===== src/rtl/div_issue_ctrl.sv =====
`default_nettype none
// ============================================================================
// Module   : div_issue_ctrl
// Purpose  : Issue, hazard and writeback control for the pipelined divider.
// Revision : 1.0  initial release
// ============================================================================
module div_issue_ctrl #(
    parameter int DIV_LAT      = 8,
    parameter int BUF_DEPTH    = 2,
    parameter int SINGLE_ISSUE = 1
) (
    input  logic        clk,
    input  logic        rst_n,
    input  logic        id_valid,
    input  logic        id_rs1_used,
    input  logic [4:0]  id_rs1_addr,
    input  logic        id_rs2_used,
    input  logic [4:0]  id_rs2_addr,
    input  logic        id_rd_we,
    input  logic [4:0]  id_rd_addr,
    input  logic        ex_div_req,
    input  logic        ex_div_sign,
    input  logic        ex_div_rem,
    input  logic [4:0]  ex_rd_addr,
    input  logic [31:0] div_res_i,
    input  logic        pipe_wb_we,
    output logic        div_use,
    output logic        div_sign,
    output logic        div_rem,
    output logic        stall,
    output logic        rf_div_we,
    output logic [4:0]  rf_div_addr,
    output logic [31:0] rf_div_data,
    output logic        busy
);

    localparam int c_PW = (BUF_DEPTH > 1) ? $clog2(BUF_DEPTH) : 1;
    localparam int c_CW = $clog2(BUF_DEPTH + 1);
    localparam int c_SW = $clog2(DIV_LAT + BUF_DEPTH + 1);
    localparam logic [c_PW-1:0] c_LAST = c_PW'(BUF_DEPTH - 1);

    logic                r_active;
    logic [DIV_LAT-1:0]  r_vld;
    logic [4:0]          r_rd [DIV_LAT];
    logic [4:0]          r_fifo_rd   [BUF_DEPTH];
    logic [31:0]         r_fifo_data [BUF_DEPTH];
    logic [BUF_DEPTH-1:0] r_fifo_vld;
    logic [c_PW-1:0]     r_head;
    logic [c_PW-1:0]     r_tail;
    logic [c_CW-1:0]     r_cnt;

    logic                w_arr_ok;
    logic [c_SW-1:0]     w_inflight;
    logic [c_SW-1:0]     w_slots;
    logic                w_busy;
    logic                w_block;
    logic                w_push;
    logic                w_pop;
    logic                w_we;
    logic [4:0]          w_addr;
    logic [31:0]         w_data;
    logic [31:0]         w_pend;
    logic                w_id_haz;

    function automatic logic [c_PW-1:0] f_next(input logic [c_PW-1:0] p);
        return (p == c_LAST) ? '0 : p + c_PW'(1);
    endfunction

    // Outputs stay quiet for the first cycle after reset release.
    always_ff @(posedge clk or negedge rst_n) begin
        if (!rst_n) r_active <= 1'b0;
        else        r_active <= 1'b1;
    end

    always_ff @(posedge clk or negedge rst_n) begin
        if (!rst_n) begin
            r_vld[0] <= 1'b0;
            r_rd[0]  <= 5'd0;
        end else begin
            r_vld[0] <= div_use;
            r_rd[0]  <= ex_rd_addr;
        end
    end

    genvar gi;
    generate
        for (gi = 1; gi < DIV_LAT; gi++) begin : g_stage
            always_ff @(posedge clk or negedge rst_n) begin
                if (!rst_n) begin
                    r_vld[gi] <= 1'b0;
                    r_rd[gi]  <= 5'd0;
                end else begin
                    r_vld[gi] <= r_vld[gi-1];
                    r_rd[gi]  <= r_rd[gi-1];
                end
            end
        end
    endgenerate

    always_comb begin
        w_inflight = '0;
        for (int i = 0; i < DIV_LAT; i++) begin
            w_inflight = w_inflight + c_SW'(r_vld[i]);
        end
    end

    assign w_arr_ok = r_vld[DIV_LAT-1] & (r_rd[DIV_LAT-1] != 5'd0);
    assign w_slots  = w_inflight + c_SW'(r_cnt);
    assign w_busy   = (|r_vld) | (r_cnt != '0);
    assign w_block  = (w_slots >= c_SW'(BUF_DEPTH)) | ((SINGLE_ISSUE != 0) & w_busy);

    // Main WB owns the port first; buffered results drain before direct arrivals.
    always_comb begin
        w_push = 1'b0;
        w_pop  = 1'b0;
        w_we   = 1'b0;
        w_addr = 5'd0;
        w_data = 32'd0;
        if (pipe_wb_we) begin
            w_push = w_arr_ok;
        end else if (r_cnt != '0) begin
            w_pop  = 1'b1;
            w_push = w_arr_ok;
            w_we   = 1'b1;
            w_addr = r_fifo_rd[r_head];
            w_data = r_fifo_data[r_head];
        end else if (w_arr_ok) begin
            w_we   = 1'b1;
            w_addr = r_rd[DIV_LAT-1];
            w_data = div_res_i;
        end
    end

    always_ff @(posedge clk or negedge rst_n) begin
        if (!rst_n) begin
            r_head     <= '0;
            r_tail     <= '0;
            r_cnt      <= '0;
            r_fifo_vld <= '0;
            for (int j = 0; j < BUF_DEPTH; j++) begin
                r_fifo_rd[j]   <= 5'd0;
                r_fifo_data[j] <= 32'd0;
            end
        end else begin
            if (w_pop) begin
                r_head             <= f_next(r_head);
                r_fifo_vld[r_head] <= 1'b0;
            end
            if (w_push) begin
                r_tail              <= f_next(r_tail);
                r_fifo_vld[r_tail]  <= 1'b1;
                r_fifo_rd[r_tail]   <= r_rd[DIV_LAT-1];
                r_fifo_data[r_tail] <= div_res_i;
            end
            r_cnt <= r_cnt + c_CW'(w_push) - c_CW'(w_pop);
        end
    end

    always_comb begin
        w_pend = 32'd0;
        if (ex_div_req) w_pend[ex_rd_addr] = 1'b1;
        for (int i = 0; i < DIV_LAT; i++) begin
            if (r_vld[i]) w_pend[r_rd[i]] = 1'b1;
        end
        for (int j = 0; j < BUF_DEPTH; j++) begin
            if (r_fifo_vld[j]) w_pend[r_fifo_rd[j]] = 1'b1;
        end
        if (w_we) w_pend[w_addr] = 1'b1;
        w_pend[0] = 1'b0;
    end

    assign w_id_haz = id_valid & ((id_rs1_used & w_pend[id_rs1_addr]) |
                                  (id_rs2_used & w_pend[id_rs2_addr]) |
                                  (id_rd_we    & w_pend[id_rd_addr]));

    assign div_use     = r_active & ex_div_req & ~w_block;
    assign div_sign    = div_use & ex_div_sign;
    assign div_rem     = div_use & ex_div_rem;
    assign stall       = r_active & ((ex_div_req & w_block) | w_id_haz);
    assign rf_div_we   = r_active & w_we;
    assign rf_div_addr = rf_div_we ? w_addr : 5'd0;
    assign rf_div_data = rf_div_we ? w_data : 32'd0;
    assign busy        = r_active & w_busy;

endmodule
`default_nettype wire

===== config.mk =====
export PLATFORM = sky130hd
export DESIGN_NAME = div_issue_ctrl
export DESIGN_NICKNAME = d
export VERILOG_FILES = /design/src/rtl/div_issue_ctrl.sv
export SDC_FILE = /design/constraint.sdc
export NUM_CORES = 1
export LEC_CHECK = 0
export ABC_AREA = 1
export CORE_ASPECT_RATIO = 1.25
export CORE_MARGIN = 4
export CORE_UTILIZATION = 40
export CTS_CLUSTER_DIAMETER = 50
export DETAILED_ROUTE_END_ITERATION = 8
export DONT_BUFFER_PORTS = 1
export PLACE_DENSITY = 0.55
export RECOVER_POWER = 100
export SYNTH_ARGS = -nofsm -noshare
export SYNTH_HDL_FRONTEND = slang
export SYNTH_SLANG_ARGS = --single-unit

===== constraint.sdc =====
create_clock -name clk -period 4.65 [get_ports clk]
set_clock_uncertainty 0.05 [all_clocks]
set_input_delay 0.93 -clock clk [delete_from_list [all_inputs] [get_ports clk]]
set_output_delay 0.93 -clock clk [all_outputs]
set_load 0.01 [all_outputs]

==> results.sh, run 1 <==
export IMPL_cp_end_kind="output pin"
export IMPL_clkSinkCount=129
export IMPL_slew_headroom=-0.721
export IMPL_crit_buf_inv=3
export IMPL_drv_cap=3
export IMPL_h_tree_depth=4
export IMPL_synth_avg_cell_area_um2=5.77
export IMPL_placed_cells=2143
export IMPL_cp_top_family="adder cells"
export IMPL_wl_met1_um=18000
export IMPL_wl_per_cell_um=20.4
export IMPL_synth_simple_area_share=0.502
export IMPL_violations="capacitance limit, slew limit, setup timing"
export IMPL_grt_pass1_wl_um=67000
export IMPL_start_util=0.408
export IMPL_ys_flop_type="dfrtp_1"
export IMPL_synth_most_common_cell="nand2_1"
export IMPL_fmax_mhz=210
export IMPL_critPathMaxStageDelay_ps=560
export IMPL_synth_edf_count=0
export IMPL_cp_data_required_time_ps=3670
export IMPL_synth_seq_cells=129
export IMPL_grt_usage=0.303
export IMPL_status="finished, violations left"
export IMPL_synth_fa_ha_area_frac=0.0201
export IMPL_cts_made_buffers=17
export IMPL_pwr_density_cell_nw_per_um2=441
export IMPL_area_growth_pct=11.6
export IMPL_grt_ovfl_total=0
export IMPL_path_max_fanout=3
export IMPL_hold_path_class="input port to async pin"
export IMPL_crit_slowest_cell="fa_1"
export IMPL_port_buffers=0
export IMPL_min_period_over_period=1.02
export IMPL_antenna_found_initial=0
export IMPL_drc=0
export IMPL_cts_tree="built"
export IMPL_synth_top_family_by_area="simple AND/OR/NAND/NOR gates"
export IMPL_wirelength_um=44400
export IMPL_synth_commonest_cells="754 x nand2_1, 224 x nor2_1, 222 x nand3_1, 156 x inv_1, 129 x dfrtp_1"
export IMPL_cp_start_kind="flip-flop"
export IMPL_grt_max_degree=130
export IMPL_clk_latency_ps=430
export IMPL_first_pass_iters=7
export IMPL_clk_path_buf_depth=2
export IMPL_num_io_pins=105
export IMPL_synth_top_area_share=0.312
export IMPL_final_nets=1904
export IMPL_die_w_um=152
export IMPL_antenna_left=0
export IMPL_diodes=0
export IMPL_cts_root_buffer="clkbuf_16"
export IMPL_drtIter0Drc=1162
export IMPL_grt_setup_unrepaired="true"
export IMPL_synth_compound_area_share=0.0842
export IMPL_leakage_nw=6.11
export IMPL_slew_viol_final=142
export IMPL_tightestPinTransition_ps=2580
export IMPL_vias=11983
export IMPL_vdd_drop_max_mv=0.279
export IMPL_synthCells=1796
export IMPL_synth_async_sr_flop_share=1.00
export IMPL_synth_top_cell_by_area="dfrtp_1"
export IMPL_yosys_top_cells_area="dfrtp_1 31%, nand2_1 27%, nand3_1 11%"
export IMPL_synth_xor_area_share=0.00169
export IMPL_synth_nets=1871
export IMPL_cts_hold_buf=0
export IMPL_ys_seq_area_frac=0.312
export IMPL_muxShareOfSynthArea=0
export IMPL_crit_chain="fa_1 > inv_2 > fa_1 > fa_1 > inv_2 > fa_2 > inv_2 > fa_2 > o211ai_1 > a21oi_2 > nand4_1 > nor2_2"
export IMPL_dpl_hpwl_um=34300
export IMPL_clk_pin_slew_ps=60
export IMPL_cp_arrival_ps=3780
export IMPL_wl_met3_um=3390
export IMPL_first_global_vias=11119
export IMPL_top_layer="met4"
export IMPL_dp_slack_ps=281
export IMPL_yosys_warnings=0
export IMPL_setup_violations=3
export IMPL_die_h_um=188
export IMPL_post_drt_via_cell_ratio=5.50
export IMPL_hold_violations=0
export IMPL_setup_ws_ps=-108
export IMPL_final_min_clock_period_ps=4760
export IMPL_routabilityCongestion=1.02
export IMPL_finalNonFillerCells=2177
export IMPL_synth_cell_types=32
export IMPL_dieArea_um2=28500
export IMPL_core_um2=25400
export IMPL_met2WireLength_um=20900
export IMPL_syn_area_um2=10400
export IMPL_rows=65
export IMPL_worstSetupPathType="flip-flop to output pin"
export IMPL_drive_above_1_share=0.0461
cell type report:
| class | instances | area [um2] |
|---|---|---|
| Fill cell | 2903 | 13800 |
| Inverter | 167 | 628 |
| Tap cell | 335 | 419 |
| Timing Repair Buffer | 64 | 332 |
| Clock inverter | 14 | 179 |
| Clock buffer | 18 | 439 |
| Sequential cell | 129 | 3230 |
| Multi-Input combinational cell | 1450 | 6330 |
metal layers:
| metal | up-vias | track usage |
|---|---|---|
| li1 | 5758 | - |
| met1 | 5576 | 0.395 |
| met2 | 548 | 0.496 |
| met3 | 101 | 0.0492 |
| met4 | 0 | 0.136 |
| met5 | - | 0 |
stage by stage:
stage	util	cell area [um2]	setup TNS [ps]	hold WS [ps]	power, mW
CTS	0.461	11700	-410	117	5.16
detailed placement	0.436	11100	0	328	3.71
floorplan	-	10400	0	304	3.07
finish	0.455	11600	-300	143	5.09
global placement	0.436	11100	0	315	3.68
global route	0.455	11600	-999	114	5.47
worst register-to-register path: stages (launching register included):
cell and delay, ps:
dfrtp_1 540, inv_1 220, nand3_1 160, nand2_1 80
nor2_1 170, inv_1 100, nor2_1 150, clkbuf_1 1860
o21ai_0 350
report_power, final:
| group | switching (mW) | leakage, nW | internal [mW] | total, mW |
|---|---|---|---|---|
| Clock | 0.549 | 0.299 | 0.866 | 1.41 |
| Combinational | 1.36 | 4.24 | 0.619 | 1.98 |
| Sequential | 0.235 | 1.57 | 1.47 | 1.70 |
| Total | 2.14 | 6.11 | 2.95 | 5.09 |
cell usage in the layout (no fill, tap or decap), drive strengths merged:
cell type and count:
a22oi 1, clkinvlp 2, o211ai 6, clkbuf 58, inv 167, nand4 20
bufinv 3, buf 24, o21ai 89, nor2 230, a31oi 8, clkinv 9
ha 7, nor3 30, a211o 1, fa 6, xnor2 2, and2 6
nand3 225, dfrtp 129, a21oi 63, conb 1, nand2 755
repair_timing:
action,4_1_cts,5_1_grt
resized for setup,7,5
endpoints found under the hold margin,0,0
gates cloned,0,0
endpoints found under the setup margin,4,4
buffers inserted,1,1
pin swaps,5,6
final timing paths:
check	slack [ps]	depth (start not counted)	to	from
max	-110	12	div_sign	r_vld[0]
min	140	0	r_fifo_data[47]	rst_n
max reg2reg	730	8	r_fifo_rd[6]	r_rd[2]
min reg2reg	330	0	r_rd[5]	r_rd[10]
max in group asynchronous	4160	0	r_rd[39]	rst_n
min in group clk	330	0	r_rd[5]	r_rd[10]
kinds of logic after synthesis:
logic type                 after synthesis
buffers and inverters                  217
DFF                                    129
AOI/OAI and AO/OA                      168
other                                    1
xor gates and xnor gates                 2
adders and majority gates               13
and+or+nand+nor                       1266
registers in the layout (all words and copies together), names as in the netlist:
signal	flops
r_head	1
r_vld	8
r_cnt	2
r_tail	1
r_fifo_rd	10
r_fifo_vld	2
r_fifo_data	64
r_rd	40
r_active	1
Power figures use the tool's default switching activity.
==> run 2: changes to the inputs <==
Settings changed: CORE_ASPECT_RATIO 1.25 to 0.7, CTS_BUF_LIST from default to sky130_fd_sc_hd__clkbuf_4 sky130_fd_sc_hd__clkbuf_8 sky130_fd_sc_hd__clkbuf_16, PLACE_DENSITY 0.55 to 0.51.
==> run 2 against run 1 <==
The run still ends with capacitance limit, slew limit, setup timing left. Die area hardly changed. First-iteration DRC count increased by 19%. Wire length fell by 0.94%. Sequential share of layout area increased by 0.059 points. Clock power barely moved. Final cell count down 0.51%. Cell area shrank 0.17%. Critical path depth unchanged. Flip-flop and latch count unchanged. Clock-buffer cell count is 4 higher. Critical path type unchanged. Critical endpoint is now div_rem. Highest routed layer is now met5.
==> results.sh, run 2 (synthesis results as in run 1) <==
export IMPL_vias=12008
export IMPL_area_growth_pct=11.4
export IMPL_grt_pass1_wl_um=66900
export IMPL_grt_usage=0.306
export IMPL_fmax_mhz=209
export IMPL_post_drt_via_cell_ratio=5.54
export IMPL_vdd_drop_max_mv=0.466
export IMPL_hold_path_class="input port to async pin"
export IMPL_dp_slack_ps=180
export IMPL_first_global_vias=11002
export IMPL_clockPowerShare=0.271
export IMPL_die_w_um=200
export IMPL_fin_area_um2=11500
export IMPL_first_pass_iters=5
export IMPL_cts_made_buffers=17
export IMPL_slew_headroom=-0.213
export IMPL_placed_cell_area_um2=11000
export IMPL_clk_path_buf_depth=2
export IMPL_final_min_clock_period_ps=4780
export IMPL_crit_top_cell="fa_1"
export IMPL_power_internal_mw=2.98
export IMPL_final_nets=1903
export IMPL_routabilityCongestion=1.04
export IMPL_drv_cap=2
export IMPL_cp_start_kind="flip-flop"
export IMPL_port_buffers=0
export IMPL_cp_data_required_time_ps=3670
export IMPL_clk_latency_ps=430
export IMPL_grt_setup_unrepaired="true"
export IMPL_diodes=0
export IMPL_antenna_left=0
export IMPL_holdWs_ps=144
export IMPL_h_tree_depth=4
export IMPL_num_io_pins=105
export IMPL_largest_reg_flops=64
export IMPL_drc=0
export IMPL_pwr_share_comb=0.398
export IMPL_setup_ws_ps=-127
export IMPL_crit_chain="fa_1 > inv_1 > fa_1 > fa_1 > inv_1 > fa_2 > inv_2 > fa_2 > o211ai_1 > a21oi_2 > nand4_1 > nor2_2"
export IMPL_crit_slowest_cell="fa_1"
export IMPL_tightestPinTransition_ps=1820
export IMPL_grt_max_degree=130
export IMPL_final_common_cell="nand2_1"
export IMPL_cts_tree="built"
export IMPL_start_util=0.414
export IMPL_drtIter0Drc=1385
export IMPL_dieArea_um2=28600
export IMPL_wirelength_um=44000
export IMPL_wl_per_cell_um=20.3
export IMPL_cp_arrival_ps=3800
export IMPL_antenna_found_initial=1
export IMPL_clk_pin_slew_ps=60
export IMPL_critPathMaxStageDelay_ps=540
export IMPL_leakage_nw=6.10
export IMPL_path_max_fanout=3
export IMPL_rows=48
export IMPL_switching_power_mw=2.14
export IMPL_status="finished, violations left"
export IMPL_setup_violations=4
export IMPL_cp_end_kind="output pin"
export IMPL_die_h_um=143
export IMPL_dpl_hpwl_um=33900
export IMPL_clkSinkCount=129
export IMPL_cts_hold_buf=0
export IMPL_violations="capacitance limit, slew limit, setup timing"
export IMPL_grt_ovfl_total=0
export IMPL_hold_violations=0
export IMPL_pwr_density_cell_nw_per_um2=444
export IMPL_min_period_over_period=1.03
export IMPL_core_um2=25000
export IMPL_layout_common_cells="753 x nand2_1, 222 x nor2_1, 221 x nand3_1"
export IMPL_reg_largest_list="r_fifo_data (64), r_rd (40), r_fifo_rd (10)"
export IMPL_swShare=0.418
export IMPL_top_register="r_fifo_data"
export IMPL_cts_root_buffer="clkbuf_16"
export IMPL_sequentialPowerShare=0.331
export IMPL_slew_viol_final=80
export IMPL_worstSetupPathType="flip-flop to output pin"
export IMPL_drive_above_1_share=0.0440
## run 2: layer usage
metal,GRT usage,share of wire,wire length (um)
met1,0.463,0.46,20300
met2,0.416,0.39,17100
met3,0.0990,0.13,5550
met4,0.0811,0.020,866
met5,0.0179,0.0021,92
## run 2: final cells by class
type,count,area (um2)
Tap cell,325,407
Inverter,167,628
Sequential cell,129,3230
Fill cell,2809,13500
Clock buffer,22,482
Timing Repair Buffer,63,344
Clock inverter,10,123
Multi-Input combinational cell,1450,6320
## run 2: path summary, 6_finish.rpt
path / from / endpoint / cells after the start / slack, ps
min in group clk: r_rd[10] / r_rd[5] / 0 / 330
hold reg to reg: r_rd[10] / r_rd[5] / 0 / 330
max in group asynchronous: rst_n / r_vld[1] / 0 / 4090
hold / removal: rst_n / r_fifo_data[31] / 0 / 140
setup / recovery: r_vld[0] / div_rem / 12 / -130
setup reg to reg: r_cnt[0] / r_fifo_data[21] / 11 / 360
## run 2: worst max-delay path, delay by kind of cell, from the launching register on
kind	cells	cell delay, ps
adder cells (fa/ha/maj)	5	2170
flip-flops	1	400
AND/OR/NAND/NOR	2	390
AO/OA/AOI/OAI	2	230
buffers and inverters	3	170
## run 2: timing repair
action                     4_1_cts  5_1_grt
setup endpoints to repair        4        4
pin swaps                        4        4
buffers inserted                 3        4
gates cloned                     0        0
gates resized for setup          8        1
## run 2: power by group through the flow
stage / clock (mW) / sequential, mW / combinational [mW]
floorplan: 0 / 1.64 / 1.42
global placement: 0 / 1.71 / 1.96
detailed placement: 0 / 1.71 / 1.99
CTS: 1.42 / 1.69 / 2.03
global route: 1.47 / 1.73 / 2.30
finish: 1.39 / 1.69 / 2.04
## run 2: per-stage QoR
stage          power [mW]  utilization  setup TNS [ps]  std cells
3_5_place_dp         3.70        0.439               0       2127
4_1_cts              5.15        0.465            -657       2162
5_1_grt              5.51        0.461           -1040       2166
3_3_place_gp         3.67        0.439               0       2127
6_report             5.12        0.461            -481       2166
2_1_floorplan        3.07            -               0       1796
